--- config.mk ---
export PLATFORM = sky130hd
export DESIGN_NAME = bcd_conv_sched_flat
export DESIGN_NICKNAME = d
export VERILOG_FILES = /design/src/rtl/bcd_conv_sched_if.sv /design/src/rtl/bcd_conv_sched.sv /design/src/flat_wrapper.sv
export SDC_FILE = /design/constraint.sdc
export NUM_CORES = 1
export LEC_CHECK = 0
export CORE_AREA = 2 2 83 85
export DETAILED_ROUTE_END_ITERATION = 6
export DIE_AREA = 0 0 85 87
export GPL_TIMING_DRIVEN = 0
export PLACE_DENSITY = 0.69
export SYNTH_ARGS = -nofsm -noshare
export SYNTH_HDL_FRONTEND = slang
export SYNTH_SLANG_ARGS = --single-unit
export TNS_END_PERCENT = 1
--- constraint.sdc ---
create_clock -name clk -period 3.51 [get_ports clk]
set_input_delay 0.702 -clock clk [delete_from_list [all_inputs] [get_ports clk]]
set_output_delay 0.702 -clock clk [all_outputs]
set_load 0.02 [all_outputs]
--- src/rtl/bcd_conv_sched_if.sv ---
// Request/result bus for the shared binary-to-BCD converter.
// master = requesters and result consumer, slave = converter.
interface bcd_conv_sched_if #(
  parameter int WIDTH  = 14,
  parameter int DIGITS = 4
);
  logic                  req0_valid;
  logic                  req0_ready;
  logic [WIDTH-1:0]      req0_num;
  logic                  req1_valid;
  logic                  req1_ready;
  logic [WIDTH-1:0]      req1_num;
  logic                  out_valid;
  logic                  out_ready;
  logic [4*DIGITS-1:0]   out_bcd;
  logic                  out_ovf;
  logic                  out_src;

  modport master (
    output req0_valid, req0_num,
    output req1_valid, req1_num,
    output out_ready,
    input  req0_ready, req1_ready,
    input  out_valid, out_bcd, out_ovf, out_src
  );

  modport slave (
    input  req0_valid, req0_num,
    input  req1_valid, req1_num,
    input  out_ready,
    output req0_ready, req1_ready,
    output out_valid, out_bcd, out_ovf, out_src
  );
endinterface

--- src/rtl/bcd_conv_sched.sv ---
// Shared double-dabble BCD converter, round-robin between two
// requesters, one bit per clock, result tagged with its source.
module bcd_conv_sched #(
  parameter int WIDTH  = 14,
  parameter int DIGITS = 4
) (
  input  logic                 clk,
  input  logic                 rst,
  bcd_conv_sched_if.slave      bus
);

  localparam int BW = 4 * DIGITS;
  localparam int CW = (WIDTH > 1) ? $clog2(WIDTH) : 1;
  localparam int unsigned MAXV = 10 ** DIGITS - 1;
  localparam logic [BW-1:0] NINES = {DIGITS{4'h9}};

  typedef enum logic [1:0] {
    IDLE,
    SHIFT,
    DONE
  } state_t;

  state_t          state_q, state_d;
  logic            ptr_q, ptr_d;
  logic [CW-1:0]   cnt_q, cnt_d;
  logic [WIDTH-1:0] bin_q, bin_d;
  logic [BW-1:0]   sh_q, sh_d;
  logic            ovf_q, ovf_d;
  logic            out_valid_q, out_valid_d;
  logic [BW-1:0]   out_bcd_q, out_bcd_d;
  logic            out_ovf_q, out_ovf_d;
  logic            out_src_q, out_src_d;

  logic            grant0, grant1;
  logic            rdy0, rdy1;
  logic [WIDTH-1:0] num_sel;
  logic [BW-1:0]   adj;

  // ptr_q high means req1 wins a tie
  assign grant0 = bus.req0_valid & (~bus.req1_valid | ~ptr_q);
  assign grant1 = bus.req1_valid & (~bus.req0_valid | ptr_q);
  assign rdy0   = (state_q == IDLE) & grant0;
  assign rdy1   = (state_q == IDLE) & grant1;

  assign bus.req0_ready = rdy0;
  assign bus.req1_ready = rdy1;
  assign bus.out_valid  = out_valid_q;
  assign bus.out_bcd    = out_bcd_q;
  assign bus.out_ovf    = out_ovf_q;
  assign bus.out_src    = out_src_q;

  always_comb begin
    adj = sh_q;
    for (int d = 0; d < DIGITS; d++) begin
      if (adj[4*d +: 4] > 4'd4)
        adj[4*d +: 4] = adj[4*d +: 4] + 4'd3;
    end
  end

  always_comb begin
    state_d     = state_q;
    ptr_d       = ptr_q;
    cnt_d       = cnt_q;
    bin_d       = bin_q;
    sh_d        = sh_q;
    ovf_d       = ovf_q;
    out_valid_d = out_valid_q;
    out_bcd_d   = out_bcd_q;
    out_ovf_d   = out_ovf_q;
    out_src_d   = out_src_q;
    num_sel     = rdy1 ? bus.req1_num : bus.req0_num;
    unique case (state_q)
      IDLE: begin
        if (rdy0 | rdy1) begin
          bin_d     = num_sel;
          sh_d      = '0;
          cnt_d     = '0;
          ovf_d     = 32'(num_sel) > MAXV;
          out_src_d = rdy1;
          ptr_d     = ~rdy1;
          state_d   = SHIFT;
        end
      end
      SHIFT: begin
        {sh_d, bin_d} = {adj[BW-2:0], bin_q, 1'b0};
        cnt_d = cnt_q + CW'(1);
        if (cnt_q == CW'(WIDTH - 1)) begin
          state_d     = DONE;
          out_valid_d = 1'b1;
          out_ovf_d   = ovf_q;
          out_bcd_d   = ovf_q ? NINES
                              : {adj[BW-2:0], bin_q[WIDTH-1]};
        end
      end
      DONE: begin
        if (bus.out_ready) begin
          out_valid_d = 1'b0;
          state_d     = IDLE;
        end
      end
      default: state_d = IDLE;
    endcase
  end

  always_ff @(posedge clk or posedge rst) begin
    if (rst) begin
      state_q     <= IDLE;
      ptr_q       <= 1'b0;
      cnt_q       <= '0;
      bin_q       <= '0;
      sh_q        <= '0;
      ovf_q       <= 1'b0;
      out_valid_q <= 1'b0;
      out_bcd_q   <= '0;
      out_ovf_q   <= 1'b0;
      out_src_q   <= 1'b0;
    end else begin
      state_q     <= state_d;
      ptr_q       <= ptr_d;
      cnt_q       <= cnt_d;
      bin_q       <= bin_d;
      sh_q        <= sh_d;
      ovf_q       <= ovf_d;
      out_valid_q <= out_valid_d;
      out_bcd_q   <= out_bcd_d;
      out_ovf_q   <= out_ovf_d;
      out_src_q   <= out_src_d;
    end
  end

endmodule
--- src/flat_wrapper.sv ---
// flat-port wrapper written by rule: the top's interface ports become plain ports
module bcd_conv_sched_flat 
#(
  parameter int WIDTH  = 14,
  parameter int DIGITS = 4
)
  (clk, rst, bus_req0_valid, bus_req0_num, bus_req1_valid, bus_req1_num, bus_out_ready, bus_req0_ready, bus_req1_ready, bus_out_valid, bus_out_bcd, bus_out_ovf, bus_out_src);
  bcd_conv_sched_if #(.WIDTH(WIDTH), .DIGITS(DIGITS)) bus_i ();
  input  logic clk;
  input  logic rst;
  input wire logic [$bits(bus_i.req0_valid)-1:0] bus_req0_valid;
  input wire logic [$bits(bus_i.req0_num)-1:0] bus_req0_num;
  input wire logic [$bits(bus_i.req1_valid)-1:0] bus_req1_valid;
  input wire logic [$bits(bus_i.req1_num)-1:0] bus_req1_num;
  input wire logic [$bits(bus_i.out_ready)-1:0] bus_out_ready;
  output wire logic [$bits(bus_i.req0_ready)-1:0] bus_req0_ready;
  output wire logic [$bits(bus_i.req1_ready)-1:0] bus_req1_ready;
  output wire logic [$bits(bus_i.out_valid)-1:0] bus_out_valid;
  output wire logic [$bits(bus_i.out_bcd)-1:0] bus_out_bcd;
  output wire logic [$bits(bus_i.out_ovf)-1:0] bus_out_ovf;
  output wire logic [$bits(bus_i.out_src)-1:0] bus_out_src;
  assign bus_i.req0_valid = bus_req0_valid;
  assign bus_i.req0_num = bus_req0_num;
  assign bus_i.req1_valid = bus_req1_valid;
  assign bus_i.req1_num = bus_req1_num;
  assign bus_i.out_ready = bus_out_ready;
  assign bus_req0_ready = bus_i.req0_ready;
  assign bus_req1_ready = bus_i.req1_ready;
  assign bus_out_valid = bus_i.out_valid;
  assign bus_out_bcd = bus_i.out_bcd;
  assign bus_out_ovf = bus_i.out_ovf;
  assign bus_out_src = bus_i.out_src;
  bcd_conv_sched #(.WIDTH(WIDTH), .DIGITS(DIGITS)) u_core (.clk(clk), .rst(rst), .bus(bus_i));
endmodule
==> results of run 1 <==
[layout make-up]
type | instances | area [µm²] | area share [%]
Timing Repair Buffer | 54 | 550.5 | 14.94
Sequential cell | 57 | 1426 | 38.70
Clock inverter | 1 | 7.507 | 0.2037
Buffer | 14 | 71.32 | 1.935
Clock buffer | 15 | 186.4 | 5.058
Tap cell | 80 | 100.1 | 2.716
Inverter | 22 | 82.58 | 2.240
Multi-Input combinational cell | 212 | 1261 | 34.22
[logic make-up (layout without fill, tap and decap cells)]
group | after synthesis | count (layout) | synth area share (%)
AO/OA/AOI/OAI | 86 | 86 | 18.41
buffers and inverters | 36 | 106 | 5.416
AND/OR/NAND/NOR | 104 | 104 | 17.57
adder cells (fa/ha/maj) | 9 | 9 | 3.963
multiplexers | 6 | 6 | 2.290
flip-flops | 57 | 57 | 50.20
XOR/XNOR | 7 | 7 | 2.158
[cells in the final DEF (no fill, tap or decap), types with 2 or more instances in the layout]
master,count
nor4_1,4
a22oi_1,9
nor2_1,16
o21bai_1,2
xnor2_1,5
o31ai_1,2
mux2i_1,2
o22ai_1,15
nand2b_1,2
xor2_1,2
a211oi_1,4
o21ai_0,14
clkdlybuf4s50_1,53
inv_1,20
clkbuf_8,13
and2_1,3
buf_4,2
o21ai_2,2
nand3_1,22
o21ai_1,8
nor3b_1,3
mux2_2,4
a21oi_1,23
ha_1,9
dfrtp_1,57
a22o_1,2
nor3_1,4
o211ai_1,2
inv_2,2
buf_2,9
clkbuf_1,5
nand2_1,42
[sequential cells by signal, summed over array words and instances (netlist names)]
| signal | cells |
|---|---|
| u_core.bus.out_src | 1 |
| u_core.cnt_q | 4 |
| u_core.bus.out_ovf | 1 |
| u_core.bus.out_valid | 1 |
| u_core.state_q | 2 |
| u_core.bus.out_bcd | 16 |
| u_core.ptr_q | 1 |
| u_core.ovf_q | 1 |
| u_core.bin_q | 14 |
| u_core.sh_q | 16 |
[metrics by stage]
| stage | total power [µW] | instance area [µm²] | util [%] | std cells | worst slack, ns |
|---|---|---|---|---|---|
| after global routing | 3654 | 3686 | 56.11 | 455 | 0.03171 |
| after CTS | 3410 | 3686 | 56.11 | 455 | 0.1263 |
| after floorplan | 2277 | 2841 | - | 305 | 1.408 |
| after detailed placement | 2816 | 3492 | 53.16 | 439 | 0.1312 |
| final | 3380 | 3686 | 56.11 | 455 | 0.1334 |
| after global placement | 2742 | 3472 | 52.86 | 438 | 0.1489 |
[layer usage]
metal / global-route usage, % / vias to the layer above / part of all wire, %
li1: - / 1205 / -
met1: 24.53 / 1154 / 45
met2: 30.75 / 71 / 47
met3: 3.697 / 15 / 4.9
met4: 10.10 / 0 / 2.2
met5: 0 / - / 0
[power groups by stage]
stage / logic, µW / registers (µW) / clock network (µW)
finish: 1610 / 1180 / 585
global route: 1810 / 1220 / 623
CTS: 1630 / 1180 / 594
detailed placement: 1630 / 1190 / 0
global placement: 1570 / 1170 / 0
floorplan: 1030 / 1250 / 0
[path summary, 6_finish.rpt]
kind	end	slack, ns
min	u_core.bus.out_bcd[0]	0.47
min in group asynchronous	u_core.bin_q[0]	0.78
max in group asynchronous	u_core.cnt_q[1]	2.14
min reg2reg	u_core.bus.out_bcd[0]	0.47
max reg2reg	u_core.sh_q[10]	1.88
max	bus_req1_ready	0.13
[critical path, stage by stage]
cell and delay, ns:
clkdlybuf4s50_1 0.54, nor3b_2 0.25, o21ai_2 0.15, inv_2 0.16, buf_2 0.23, clkdlybuf4s50_1 0.63
==> flow_metrics.env, run 1 <==
export IMPL_cp_start_kind="input port"
export IMPL_drv_slew=0
export IMPL_hold_depth=2
export IMPL_synth_ff_type="dfrtp_1"
export IMPL_fin_tns_setup_ns=0
export IMPL_required_ns=2.81
export IMPL_drc=0
export IMPL_pwr_share_comb_pct=47.7
export IMPL_fin_skew_ns=0.006726
export IMPL_yosysUniqueCellTypes=41
export IMPL_power_density_nw_per_um2=916.9
export IMPL_drtIter0Drc=75
export IMPL_reg2regPathDepth=4
export IMPL_grt_start_max_net_pins=30
export IMPL_hold_viol_final=0
export IMPL_hold_worst_slack_ns=0.4694
export IMPL_synth_top_cell_by_area="dfrtp_1"
export IMPL_vias=2445
export IMPL_gp_congestion=0.8005
export IMPL_track_usage_pct=19.12
export IMPL_synthCells=305
export IMPL_p_sw_share_pct=40.32
export IMPL_cts_root_buffer="clkbuf_8"
export IMPL_power_switching_uw=1363
export IMPL_synthToLayoutAreaGrowth_pct=29.72
export IMPL_postSynthAreaPerCell_um2=9.316
export IMPL_ctsHoldBuffers=0
export IMPL_r2r_start="u_core.state_q[1]"
export IMPL_post_drt_via_cell_ratio=5.374
export IMPL_start_util_pct=43.26
export IMPL_postCtsResizedCells=0
export IMPL_postCtsSetupBuffers=0
export IMPL_syn_area_um2=2841
export IMPL_rsz0062_at_grt="false"
export IMPL_leakage_uw=0.001599
export IMPL_internal_power_uw=2017
export IMPL_yosys_register_bits=57
export IMPL_timing_final_crit_share_pct=96.20
export IMPL_antenna_found_initial=0
export IMPL_tightest_slew_ns=0.6567
export IMPL_synth_commonest_cells="57 x dfrtp_1, 42 x nand2_1, 23 x a21oi_1, 22 x nand3_1, 21 x inv_1"
export IMPL_clock_path_buffers=2
export IMPL_syn_num_nets=347
export IMPL_crit_arrival_ns=2.67
export IMPL_core_um2=6569
export IMPL_cts_tree="done"
export IMPL_synth_seq_area_share_pct=50.20
export IMPL_finalSetupViolations=0
export IMPL_grt_pass1_vias=2327
export IMPL_slew_headroom_pct=56.15
export IMPL_grt_pass1_wl_um=10970
export IMPL_status="completed"
export IMPL_clk_pin_slew_worst_paths_ns=0.06
export IMPL_synth_top_area_share_pct=50.20
export IMPL_async_flop_share_pct=100.0
export IMPL_die_h_um=87
export IMPL_cts_num_sinks=57
export IMPL_wirelength_um=6693
export IMPL_synth_warnings=0
export IMPL_min_period_ns=3.377
export IMPL_hpwlAfterDp_um=4954
export IMPL_critPathKind="in -> out"
export IMPL_crit_path_end_kind="primary output"
export IMPL_p_clk_share_pct=17.3
export IMPL_drv_cap=0
export IMPL_synth_edf_count=0
export IMPL_fillers=620
export IMPL_path_max_fanout=10
export IMPL_io_pins=54
export IMPL_die_area_um2=7395
export IMPL_grt_remaining_overflow=0
export IMPL_clk_latency_ns=0.33
export IMPL_die_x_um=85
export IMPL_yosysMostFrequentCell="dfrtp_1"
export IMPL_hp_start="u_core.bus.out_bcd[0]"
export IMPL_pwr_share_seq_pct=35.0
export IMPL_max_freq_mhz=296.2
export IMPL_drive_above_1_share_pct=10.13
export IMPL_hold_class="reg -> reg"
export IMPL_layout_nets=412
export IMPL_diodes=0
export IMPL_cts_htree_levels=3
export IMPL_drtAntennaViolNets=0
export IMPL_routedWlPerCell_um=14.71
export IMPL_synth_area_top_cells="dfrtp_1 50%, nand2_1 5.5%, a21oi_1 4.1%"
export IMPL_peakVddDrop_uv=598.8
export IMPL_cp_startpoint="bus_req1_valid"
export IMPL_cts_buffers_inserted=9
export IMPL_first_pass_iters=4
export IMPL_portBuffers=53
export IMPL_rows=30
Power figures use the tool's default switching activity.
==> inputs of run 2 (changes only) <==
- RECOVER_POWER: not set -> 25
==> flow_metrics.env, run 2 (synthesized netlist as in run 1, its figures left out) <==
export IMPL_status="completed"
export IMPL_vias=2441
export IMPL_finalInstanceArea_um2=3679
export IMPL_cts_root_buffer="clkbuf_8"
export IMPL_drv_slew=0
export IMPL_wirelength_um=6691
export IMPL_drtAntennaViolNets=0
export IMPL_post_drt_via_cell_ratio=5.365
export IMPL_pre_cts_ws_ns=0.1312
export IMPL_core_um2=6569
export IMPL_antenna_found_initial=0
export IMPL_drc=0
export IMPL_critPathSlowestCell="clkdlybuf4s50_1"
export IMPL_fillers=622
export IMPL_routedWlPerCell_um=14.71
export IMPL_grt_pass1_vias=2327
export IMPL_postCtsResizedCells=0
export IMPL_ctsHoldBuffers=0
export IMPL_most_common_layout_cells="57 x dfrtp_1, 51 x clkdlybuf4s50_1, 42 x nand2_1"
export IMPL_path_max_fanout=10
export IMPL_hold_viol_final=0
export IMPL_die_area_um2=7395
export IMPL_cts_buffers_inserted=9
export IMPL_hold_depth=2
export IMPL_hold_class="reg -> reg"
export IMPL_reg2regPathDepth=4
export IMPL_first_pass_iters=4
export IMPL_cts_tree="done"
export IMPL_peakVddDrop_uv=598.0
export IMPL_tightest_slew_ns=1.313
export IMPL_leakage_uw=0.001604
export IMPL_clock_path_buffers=2
export IMPL_cp_start_kind="input port"
export IMPL_power_density_nw_per_um2=917.9
export IMPL_fin_tns_setup_ns=0
export IMPL_cts_num_sinks=57
export IMPL_gp_congestion=0.8005
export IMPL_clk_pin_slew_worst_paths_ns=0.06
export IMPL_path_cells="clkdlybuf4s50_1 -> nor3b_2 -> o21ai_2 -> inv_2 -> buf_2 -> clkdlybuf4s50_1"
export IMPL_postCtsSetupBuffers=0
export IMPL_crit_path_end_kind="primary output"
export IMPL_io_pins=54
export IMPL_portBuffers=53
export IMPL_drv_cap=0
export IMPL_drtIter0Drc=75
export IMPL_crit_arrival_ns=2.67
export IMPL_start_util_pct=43.26
export IMPL_timing_final_crit_share_pct=96.09
export IMPL_die_h_um=87
export IMPL_clk_latency_ns=0.33
export IMPL_cts_htree_levels=3
export IMPL_slew_headroom_pct=12.31
export IMPL_required_ns=2.81
export IMPL_dpl_cell_area_um2=3492
export IMPL_layout_nets=412
export IMPL_synthToLayoutAreaGrowth_pct=29.46
export IMPL_layout_setup_ws_ns=0.1371
export IMPL_max_freq_mhz=296.5
export IMPL_min_period_ns=3.373
export IMPL_fin_util_pct=56.00
export IMPL_grt_pass1_wl_um=10970
export IMPL_cpMostUsedCell="clkdlybuf4s50_1"
export IMPL_grt_start_max_net_pins=30
export IMPL_hpwlAfterDp_um=4954
export IMPL_diodes=0
export IMPL_finalSetupViolations=0
export IMPL_track_usage_pct=19.12
export IMPL_die_x_um=85
export IMPL_rsz0062_at_grt="false"
export IMPL_rows=30
export IMPL_critPathKind="in -> out"
export IMPL_fin_skew_ns=0.006471
export IMPL_grt_remaining_overflow=0
export IMPL_drive_above_1_share_pct=9.600
export IMPL_slowest_delay_ns=0.63
export IMPL_final_common_cell="dfrtp_1"
==> run 2: per-layer routing <==
layer | global-route usage [%] | share of wire [%]
met5 | 0 | 0
met4 | 10.10 | 2.2
met3 | 3.697 | 4.8
met2 | 30.75 | 47
met1 | 24.53 | 46
==> run 2: final timing paths <==
path	start	endpoint	slack, ns
setup / recovery	bus_req1_valid	bus_req1_ready	0.14
hold / removal	u_core.bus.out_bcd[0]	u_core.bus.out_bcd[0]	0.47
setup reg to reg	u_core.state_q[1]	u_core.sh_q[10]	1.87
hold reg to reg	u_core.bus.out_bcd[0]	u_core.bus.out_bcd[0]	0.47
max in group asynchronous	rst	u_core.cnt_q[1]	0.58
min in group asynchronous	rst	u_core.bin_q[0]	1.10
==> run 2: power breakdown <==
part           switching, µW  internal (µW)
combinational            888            721
sequential               222            960
clock                    251            334
==> run 2: worst max-delay path: cells and delay by family <==
family | cells | cell delay, ns
AOI/OAI and AO/OA | 1 | 0.15
and+or+nand+nor | 1 | 0.25
buffers and inverters | 4 | 1.56
==> run 2: area by class of cell <==
| cell class | count | area, µm² | share of cell area (%) |
|---|---|---|---|
| Buffer | 14 | 71.32 | 1.939 |
| Clock buffer | 15 | 186.4 | 5.068 |
| Clock inverter | 1 | 7.507 | 0.2041 |
| Inverter | 22 | 82.58 | 2.245 |
| Multi-Input combinational cell | 212 | 1261 | 34.29 |
| Sequential cell | 57 | 1426 | 38.78 |
| Tap cell | 80 | 100.1 | 2.721 |
| Timing Repair Buffer | 54 | 543.0 | 14.76 |
==> run 2: stage by stage <==
step                hold slack [ns]  power, µW  std cells
CTS                          0.4761       3410        455
finish                       0.4694       3377        455
detailed placement           0.4639       2816        439
floorplan                    0.4617       2277        305
global route                 0.5012       3651        455
global placement             0.4513       2742        438
==> inputs of run 3 (changes only) <==
- PLACE_DENSITY: 0.69 -> not set
- PLACE_DENSITY_LB_ADDON: not set -> 0.15
==> flow_metrics.env, run 3 (synthesized netlist as in run 1, its figures left out) <==
export IMPL_status="completed"
export IMPL_die_x_um=85
export IMPL_antenna_found_initial=0
export IMPL_clock_path_buffers=2
export IMPL_slowest_delay_ns=0.62
export IMPL_slew_headroom_pct=32.88
export IMPL_grt_pass1_vias=2381
export IMPL_clk_pin_slew_worst_paths_ns=0.06
export IMPL_min_period_ns=3.392
export IMPL_drtIter0Drc=99
export IMPL_tightest_slew_ns=1.007
export IMPL_cts_num_sinks=57
export IMPL_synthToLayoutAreaGrowth_pct=29.33
export IMPL_finalSetupViolations=0
export IMPL_post_drt_via_cell_ratio=5.291
export IMPL_critPathKind="in -> out"
export IMPL_drtAntennaViolNets=0
export IMPL_fin_tns_setup_ns=0
export IMPL_grt_start_max_net_pins=41
export IMPL_hpwlAfterDp_um=4840
export IMPL_grt_pass1_wl_um=11120
export IMPL_crit_path_end_kind="primary output"
export IMPL_cp_start_kind="input port"
export IMPL_pre_cts_ws_ns=0.1199
export IMPL_cts_root_buffer="clkbuf_8"
export IMPL_rows=30
export IMPL_drv_cap=0
export IMPL_wirelength_um=6642
export IMPL_path_buf_inv=4
export IMPL_timing_final_crit_share_pct=96.64
export IMPL_cts_htree_levels=3
export IMPL_start_util_pct=43.26
export IMPL_core_um2=6569
export IMPL_drc=0
export IMPL_path_max_fanout=10
export IMPL_leakage_uw=0.001618
export IMPL_io_pins=54
export IMPL_path_cells="clkdlybuf4s50_1 -> nor3b_4 -> and2_1 -> buf_4 -> buf_4 -> clkdlybuf4s50_1"
export IMPL_hold_viol_final=0
export IMPL_routedWlPerCell_um=14.63
export IMPL_peakVddDrop_uv=416.0
export IMPL_fin_skew_ns=0.01036
export IMPL_max_freq_mhz=294.8
export IMPL_fillers=612
export IMPL_critPathSlowestCell="clkdlybuf4s50_1"
export IMPL_first_pass_iters=5
export IMPL_cts_buffers_inserted=9
export IMPL_postCtsSetupBuffers=0
export IMPL_required_ns=2.81
export IMPL_diodes=0
export IMPL_power_density_nw_per_um2=923.1
export IMPL_grt_remaining_overflow=0
export IMPL_crit_family="buffers and inverters"
export IMPL_ctsHoldBuffers=0
export IMPL_fin_util_pct=55.94
export IMPL_final_common_cell="dfrtp_1"
export IMPL_layout_nets=412
export IMPL_hold_class="reg -> reg"
export IMPL_gp_congestion=0.8203
export IMPL_layout_setup_ws_ns=0.1179
export IMPL_track_usage_pct=19.40
export IMPL_hold_worst_slack_ns=0.4678
export IMPL_die_h_um=87
export IMPL_clk_latency_ns=0.34
export IMPL_crit_arrival_ns=2.69
export IMPL_cts_tree="done"
export IMPL_drive_above_1_share_pct=9.893
export IMPL_most_common_layout_cells="57 x dfrtp_1, 51 x clkdlybuf4s50_1, 42 x nand2_1"
export IMPL_rsz0062_at_grt="false"
export IMPL_vias=2402
export IMPL_die_area_um2=7395
export IMPL_drv_slew=0
export IMPL_portBuffers=53
==> run 3: cell types whose count changed in the layout (fill, tap and decap cells not counted) <==
cell and delta:
clkbuf_8 -2, clkbuf_1 -1, clkinv_2 +2, clkinvlp_4 -1, bufinv_16 +1, dlygate4sd3_1 -1, clkbuf_2 +1
==> run 3: worst reg2reg max path, delay by kind of cell, from the launching register on <==
family / cells / cell delay (ns)
AO/OA/AOI/OAI: 2 / 0.44
flip-flops: 1 / 0.47
buffers and inverters: 1 / 0.40
AND/OR/NAND/NOR: 1 / 0.20
==> run 3: final timing paths <==
path	startpoint	endpoint	slack, ns	depth (start not counted)
max reg2reg	u_core.state_q[1]	u_core.sh_q[9]	1.86	4
max	bus_req0_valid	bus_req0_ready	0.12	6
min	u_core.bus.out_bcd[0]	u_core.bus.out_bcd[0]	0.47	2
min in group asynchronous	rst	u_core.sh_q[6]	0.90	2
min reg2reg	u_core.bus.out_bcd[0]	u_core.bus.out_bcd[0]	0.47	2
max in group asynchronous	rst	u_core.bus.out_bcd[10]	1.19	3
==> run 3: routing by layer <==
layer	vias up	global-route usage [%]	share of wire, %
met5	-	0	0
met2	68	32.53	48
met3	8	5.687	4.4
met1	1123	24.27	46
met4	0	6.061	1.2
li1	1203	-	-
==> run 3: repair_timing <==
action / CTS / global route
endpoints found under the setup margin: 0 / 1
gates resized for setup: 0 / 1
endpoints found under the hold margin: 0 / 0
==> run 3: through the flow <==
step | instances | power, µW | instance area [µm²]
final | 454 | 3392 | 3675
after global routing | 454 | 3676 | 3675
after CTS | 454 | 3431 | 3687
after detailed placement | 439 | 2807 | 3492
after global placement | 438 | 2752 | 3472
after floorplan | 305 | 2277 | 2841
==> run 3: where the power goes <==
group	total [µW]	switching, µW	internal (µW)
clock	613	253	360
combinational	1600	885	720
sequential	1170	215	960
==> run 3: final cells by class <==
cell class	count	area, µm²	area share (%)
plain buffers	14	71.32	1.941
clock buffers	12	155.1	4.222
clock inverters	3	40.04	1.090
inverters	22	82.58	2.247
multi-input cells	212	1261	34.32
flip-flops and latches	57	1426	38.82
well taps	80	100.1	2.724
repair buffers	54	538.0	14.64
